**src/rtl/pd_filter_pkg.sv**
```systemverilog
// Shared types for the CDR phase-detector vote filter: decision modes and FSM states.
package pd_filter_pkg;

    typedef enum logic [1:0] {
        PD_LEVEL  = 2'd0,
        PD_THRESH = 2'd1,
        PD_MAJ    = 2'd2
    } pd_mode_e;

    typedef enum logic {
        PD_IDLE = 1'b0,
        PD_HOLD = 1'b1
    } pd_state_e;

    // Mode 3 is reserved and behaves as LEVEL, so it is not a pulse mode.
    function automatic logic pd_is_pulse(input logic [1:0] m);
        return (m == PD_THRESH) || (m == PD_MAJ);
    endfunction

endpackage

```
**src/rtl/vote_window.sv**
```systemverilog
// One direction's sample window: DEPTH-bit shift register with a running ones count.
module vote_window
    import pd_filter_pkg::*;
#(
    parameter int DEPTH = 4,
    parameter int CNT_W = $clog2(DEPTH + 1)
) (
    input  logic             clk,
    input  logic             rst,
    input  logic             shift,
    input  logic             clear,
    input  logic             bit_in,
    output logic [CNT_W-1:0] cnt
);

    logic [DEPTH-1:0] win;
    logic             oldest;

    assign oldest = win[DEPTH-1];

    // Clear wins over shift so the sample on a decision edge is dropped.
    always_ff @(posedge clk or negedge rst) begin
        if (!rst) begin
            win <= '0;
            cnt <= '0;
        end else if (clear) begin
            win <= '0;
            cnt <= '0;
        end else if (shift) begin
            win <= {win[DEPTH-2:0], bit_in};
            cnt <= cnt + CNT_W'(bit_in) - CNT_W'(oldest);
        end
    end

endmodule

```
**src/rtl/pd_vote_filter.sv**
```systemverilog
// Up/down vote filter between the phase detector and loop filter, with
// LEVEL / THRESH / MAJ decisions and a post-pulse hold-off.
//
//   state   | meaning
//   --------+-------------------------------------------------------------
//   PD_IDLE | sampling windows and registering decisions each en=1 edge
//   PD_HOLD | post-pulse hold-off; inputs ignored, counter runs on en=1
module pd_vote_filter
    import pd_filter_pkg::*;
#(
    parameter int DEPTH   = 4,
    parameter int HOLDOFF = 2,
    parameter int CNT_W   = $clog2(DEPTH + 1)
) (
    input  logic             clk,
    input  logic             rst,
    input  logic             en,
    input  logic [1:0]       mode,
    input  logic [CNT_W-1:0] thresh,
    input  logic             in_p,
    input  logic             in_n,
    output logic             out_p,
    output logic             out_n,
    output logic             busy,
    output logic [CNT_W-1:0] cnt_p,
    output logic [CNT_W-1:0] cnt_n
);

    localparam int HOLD_W = (HOLDOFF < 1) ? 1 : $clog2(HOLDOFF + 1);
    localparam logic [HOLD_W-1:0] HOLD_LOAD = HOLD_W'(HOLDOFF);
    localparam logic [HOLD_W-1:0] HOLD_ONE  = HOLD_W'(1);

    pd_state_e          state;
    pd_state_e          state_nxt;
    logic [HOLD_W-1:0]  hold_cnt;
    logic [HOLD_W-1:0]  hold_nxt;
    logic [1:0]         mode_q;
    logic               mode_chg;
    logic               pulse_mode;
    logic               dec_p;
    logic               dec_n;
    logic               out_p_nxt;
    logic               out_n_nxt;
    logic               win_clr;
    logic               win_shift;
    logic signed [CNT_W:0] diff_pn;
    logic signed [CNT_W:0] diff_np;
    logic signed [CNT_W:0] thr_s;

    assign mode_chg   = (mode != mode_q);
    assign pulse_mode = pd_is_pulse(mode_q);
    assign busy       = (state == PD_HOLD);

    vote_window #(
        .DEPTH (DEPTH),
        .CNT_W (CNT_W)
    ) u_win_p (
        .clk    (clk),
        .rst    (rst),
        .shift  (win_shift),
        .clear  (win_clr),
        .bit_in (in_p),
        .cnt    (cnt_p)
    );

    vote_window #(
        .DEPTH (DEPTH),
        .CNT_W (CNT_W)
    ) u_win_n (
        .clk    (clk),
        .rst    (rst),
        .shift  (win_shift),
        .clear  (win_clr),
        .bit_in (in_n),
        .cnt    (cnt_n)
    );

    // Net difference needs one extra bit so +/-DEPTH fits without wrapping.
    always_comb begin
        diff_pn = $signed({1'b0, cnt_p}) - $signed({1'b0, cnt_n});
        diff_np = $signed({1'b0, cnt_n}) - $signed({1'b0, cnt_p});
        thr_s   = $signed({1'b0, thresh});
        dec_p   = 1'b0;
        dec_n   = 1'b0;
        case (mode_q)
            PD_THRESH: begin
                dec_p = (cnt_p >= thresh) && (cnt_p > cnt_n);
                dec_n = (cnt_n >= thresh) && (cnt_n > cnt_p);
            end
            PD_MAJ: begin
                dec_p = (diff_pn >= thr_s);
                dec_n = (diff_np >= thr_s) && !dec_p;
            end
            default: begin
                dec_p = (cnt_p != '0) && (cnt_n == '0);
                dec_n = (cnt_n != '0) && (cnt_p == '0);
            end
        endcase
    end

    always_comb begin
        state_nxt = state;
        hold_nxt  = hold_cnt;
        out_p_nxt = 1'b0;
        out_n_nxt = 1'b0;
        win_clr   = 1'b0;
        win_shift = 1'b0;
        if (mode_chg) begin
            state_nxt = PD_IDLE;
            hold_nxt  = '0;
            win_clr   = 1'b1;
        end else if (en) begin
            case (state)
                PD_IDLE: begin
                    out_p_nxt = dec_p;
                    out_n_nxt = dec_n;
                    if (pulse_mode && (dec_p || dec_n)) begin
                        win_clr = 1'b1;
                        if (HOLDOFF > 0) begin
                            state_nxt = PD_HOLD;
                            hold_nxt  = HOLD_LOAD;
                        end
                    end else begin
                        win_shift = 1'b1;
                    end
                end
                PD_HOLD: begin
                    if (hold_cnt <= HOLD_ONE) begin
                        state_nxt = PD_IDLE;
                        hold_nxt  = '0;
                    end else begin
                        hold_nxt  = hold_cnt - HOLD_ONE;
                    end
                end
                default: begin
                    state_nxt = PD_IDLE;
                    hold_nxt  = '0;
                end
            endcase
        end
    end

    always_ff @(posedge clk or negedge rst) begin
        if (!rst) begin
            state    <= PD_IDLE;
            hold_cnt <= '0;
            mode_q   <= 2'd0;
            out_p    <= 1'b0;
            out_n    <= 1'b0;
        end else begin
            state    <= state_nxt;
            hold_cnt <= hold_nxt;
            mode_q   <= mode;
            out_p    <= out_p_nxt;
            out_n    <= out_n_nxt;
        end
    end

endmodule

```
**config.mk**
```make
export PLATFORM = sky130hd
export DESIGN_NAME = pd_vote_filter
export DESIGN_NICKNAME = d
export VERILOG_FILES = /design/src/rtl/pd_filter_pkg.sv /design/src/rtl/vote_window.sv /design/src/rtl/pd_vote_filter.sv
export SDC_FILE = /design/constraint.sdc
export NUM_CORES = 1
export LEC_CHECK = 0
export CAP_MARGIN = 20
export CELL_PAD_IN_SITES_DETAIL_PLACEMENT = 2
export CELL_PAD_IN_SITES_GLOBAL_PLACEMENT = 2
export CORE_ASPECT_RATIO = 0.8
export CORE_MARGIN = 3
export CORE_UTILIZATION = 37
export CTS_BUF_LIST = sky130_fd_sc_hd__clkbuf_2 sky130_fd_sc_hd__clkbuf_4 sky130_fd_sc_hd__clkbuf_8
export DETAILED_ROUTE_END_ITERATION = 16
export GPL_TIMING_DRIVEN = 0
export PLACE_DENSITY = 0.85
export SYNTH_ARGS = -nofsm -noshare
export SYNTH_HDL_FRONTEND = slang
export SYNTH_SLANG_ARGS = --single-unit
export TNS_END_PERCENT = 5
```
**constraint.sdc**
```tcl
create_clock -name clk -period 3.29 [get_ports clk]
set_input_delay 0.658 -clock clk [delete_from_list [all_inputs] [get_ports clk]]
set_output_delay 0.658 -clock clk [all_outputs]
set_load 0.05 [all_outputs]
```
==> flow_summary.toml <==
[sta]
grt_setup_unrepaired = "yes"
fmax_mhz = 303
holdWs_ps = 514
period_share_pct = 100
setup_viol = 4
fin_crit_ps = 3300
slew_headroom_pct = 63.9
worst_slack_ps = -13.6
tightest_slew_ps = 542
finalHoldViolCount = 0
fin_worst_skew_ps = 2.70
report.final.slew_viol_count = 0

[logic_synthesis]
syn_inst = 142
yosys_warnings = 0
ys.flop_type = "dfrtp_1"
synth_top_area_share_pct = 34.1
syn_nets = 181
synth_area_leaders = "dfrtp_1, ha_1, fa_1, a22o_1, inv_1"
ys_seq_area_share_pct = 34.1
yosysUniqueCellTypes = 36
synth-seq-cells = 21
yosys.area.top_type = "dfrtp_1"
synth_edf_count = 0
synth_area_sq_um = 1540
synth.avg_cell_area_sq_um = 10.8
async_flop_share_pct = 100

[clock_network]
cts_tree = "built"
h-tree-depth = 1
cts_root_buf = "clkbuf_8"
numCtsBuffers = 3
clk_path_buf_depth = 2
clkTransAtPathRegs_ps = 80
cts.sinks = 21
cts_hold_buf = 0
clk_latency_ps = 270

[place]
placedCellCount = 215
dp_hpwl_mm = 3.52
io_buffers = 18
gp_congestion = 0.820

[cells_and_area]
layout_common_cells = "ha_1, clkdlybuf4s50_1, inv_1, dfrtp_1, a22o_1"
fillCellCount = 398
final_common_cell = "ha_1"
diodes = 0
final_util_pct = 50.6
fin_nets = 213
layout-drive-gt1-share_pct = 21.4
area_growth_pct = 28.4
final_cells = 228

[power_and_ir_drop]
leakage_nw = 0.893
p_total_w = 0.000612
ir_worst_vdd_mv = 0.245
power_density_nw_per_um2 = 310

[critical_path]
worst_r2r_startpoint = "u_win_p.cnt[0]"
critical_path.endpoint_type = "flop"
r2r_cells = 13
reg2reg_slack_ps = -10
cp.required_ps = 3450
r2r_end = "u_win_n.win[3]"
start_kind = "flop"
crit_path_max_fanout = 5
critPathArrivalTime_ps = 3460
critPathKind = "flop to flop"

[status]
status = "complete, but fails checks"
violations = "setup timing"

[floorplan]
rows = 20
initial_core_util_pct = 39.4
dieArea_sq_um = 4970
placeableCoreArea_sq_um = 3900
io_pins = 19
die_w_um = 78.1
die_h_um = 63.7

[routing]
vias = 1235
first_iter_violations = 38
viasPerCell = 5.42
drcViolationCount = 0
dr.pass1.iters = 3
wl_per_cell_um = 20.9
ant_nets = 0
drt-total-wl_mm = 4.77

[global_route]
antenna_found_initial = 0
grt_max_degree = 22
grt_pass1_vias = 1420
grt_first_pass_wirelength_mm = 7.68
grt.total_usage_pct = 20.5
grt_overflow = 0

[hold_path]
hold_class = "flop to flop"
hold_depth = 1
min_from = "u_win_p.win[0]"
min_delay_worst_endpoint = "u_win_p.win[1]"

[flow_run]
maxCapViolations = 0
-- cell usage after synthesis (all sizes together) (3+ instances only) --
library cell / number
a22o: 12
ha: 23
dfrtp: 21
fa: 6
a31oi: 5
nor2: 4
nand3: 3
nand2: 4
inv: 20
a21oi: 6
o21ai: 6
-- cell families (layout without fill, tap and decap cells) --
kind of cell	Yosys count	after routing	share of synthesized area, %
fa+ha+maj	29	29	26.5
buf+inv	22	53	5.85
compound gates	40	40	21.0
simple gates	26	26	10.2
flops	21	21	34.1
xor+xnor	4	4	2.28
-- worst max-delay path by stage --
stage / startpoint / end / slack (ps) / depth (start not counted)
after floorplan: u_win_p.cnt[0] / u_win_n.cnt[0] / 80 / 13
after global placement: u_win_p.cnt[0] / u_win_n.win[1] / -20 / 13
after detailed placement: u_win_p.cnt[0] / u_win_p.win[2] / -170 / 13
after CTS: u_win_p.cnt[0] / hold_cnt[0] / -8 / 13
after global routing: u_win_p.cnt[0] / u_win_n.win[3] / -100 / 13
final: u_win_p.cnt[0] / u_win_n.win[3] / -10 / 13
-- flip-flops by register name (all words and copies together) (netlist names) --
name	count
u_win_n.win	4
u_win_p.win	4
u_win_n.cnt	3
u_win_p.cnt	3
hold_cnt	2
mode_q	2
busy	1
out_n	1
out_p	1
-- worst max-delay path, stage by stage (launching register included) --
cell and delay [ps]:
dfrtp_2 440, inv_4 90, ha_1 160, inv_2 50, fa_2 350, fa_1 500
ha_4 300, nand2_1 50, o21a_1 190, o32a_4 340, a31oi_4 280, nor2_4 90
buf_4 150, a22o_2 200
-- cell type report --
| cell class | instances | area (sq um) | area share, % |
|---|---|---|---|
| Timing Repair Buffer | 27 | 268 | 13.6 |
| Tap cell | 55 | 68.8 | 3.48 |
| Inverter | 20 | 77.6 | 3.93 |
| Multi-Input combinational cell | 99 | 967 | 49.0 |
| Clock buffer | 4 | 48.8 | 2.47 |
| Sequential cell | 21 | 531 | 26.9 |
| Buffer | 2 | 15.0 | 0.760 |
-- per-stage QoR --
step                setup WS [ps]  setup TNS [ps]  instance area [sq um]
detailed placement           -171           -1960                   1790
CTS                         -7.91           -7.91                   1910
global route                -95.3           -1030                   1980
global placement            -24.7            -204                   1790
finish                      -13.6           -27.1                   1980
floorplan                    77.7               0                   1540
-- where the power goes --
| group | leakage [nW] | switching (W) | internal, W |
|---|---|---|---|
| Sequential | 0.281 | 0.00000588 | 0.000264 |
| Combinational | 0.585 | 0.0000888 | 0.0000687 |
| Clock | 0.0262 | 0.0000902 | 0.0000949 |
| Total | 0.893 | 0.000185 | 0.000427 |
-- what timing repair did --
item	in CTS	in global routing
gates resized for setup	11	3
pin swaps	4	6
gates cloned	0	0
endpoints found under the setup margin	16	15
setup buffers	5	3
-- per-layer routing --
metal | wire length, um | vias up | GRT usage [%]
met2 | 2530 | 20 | 37.0
met3 | 119 | 9 | 5.00
met1 | 2050 | 631 | 24.8
li1 | - | 575 | -
met5 | 0 | - | 0
met4 | 70 | 0 | 4.37
Note: power is estimated with default switching activity, not from simulation.
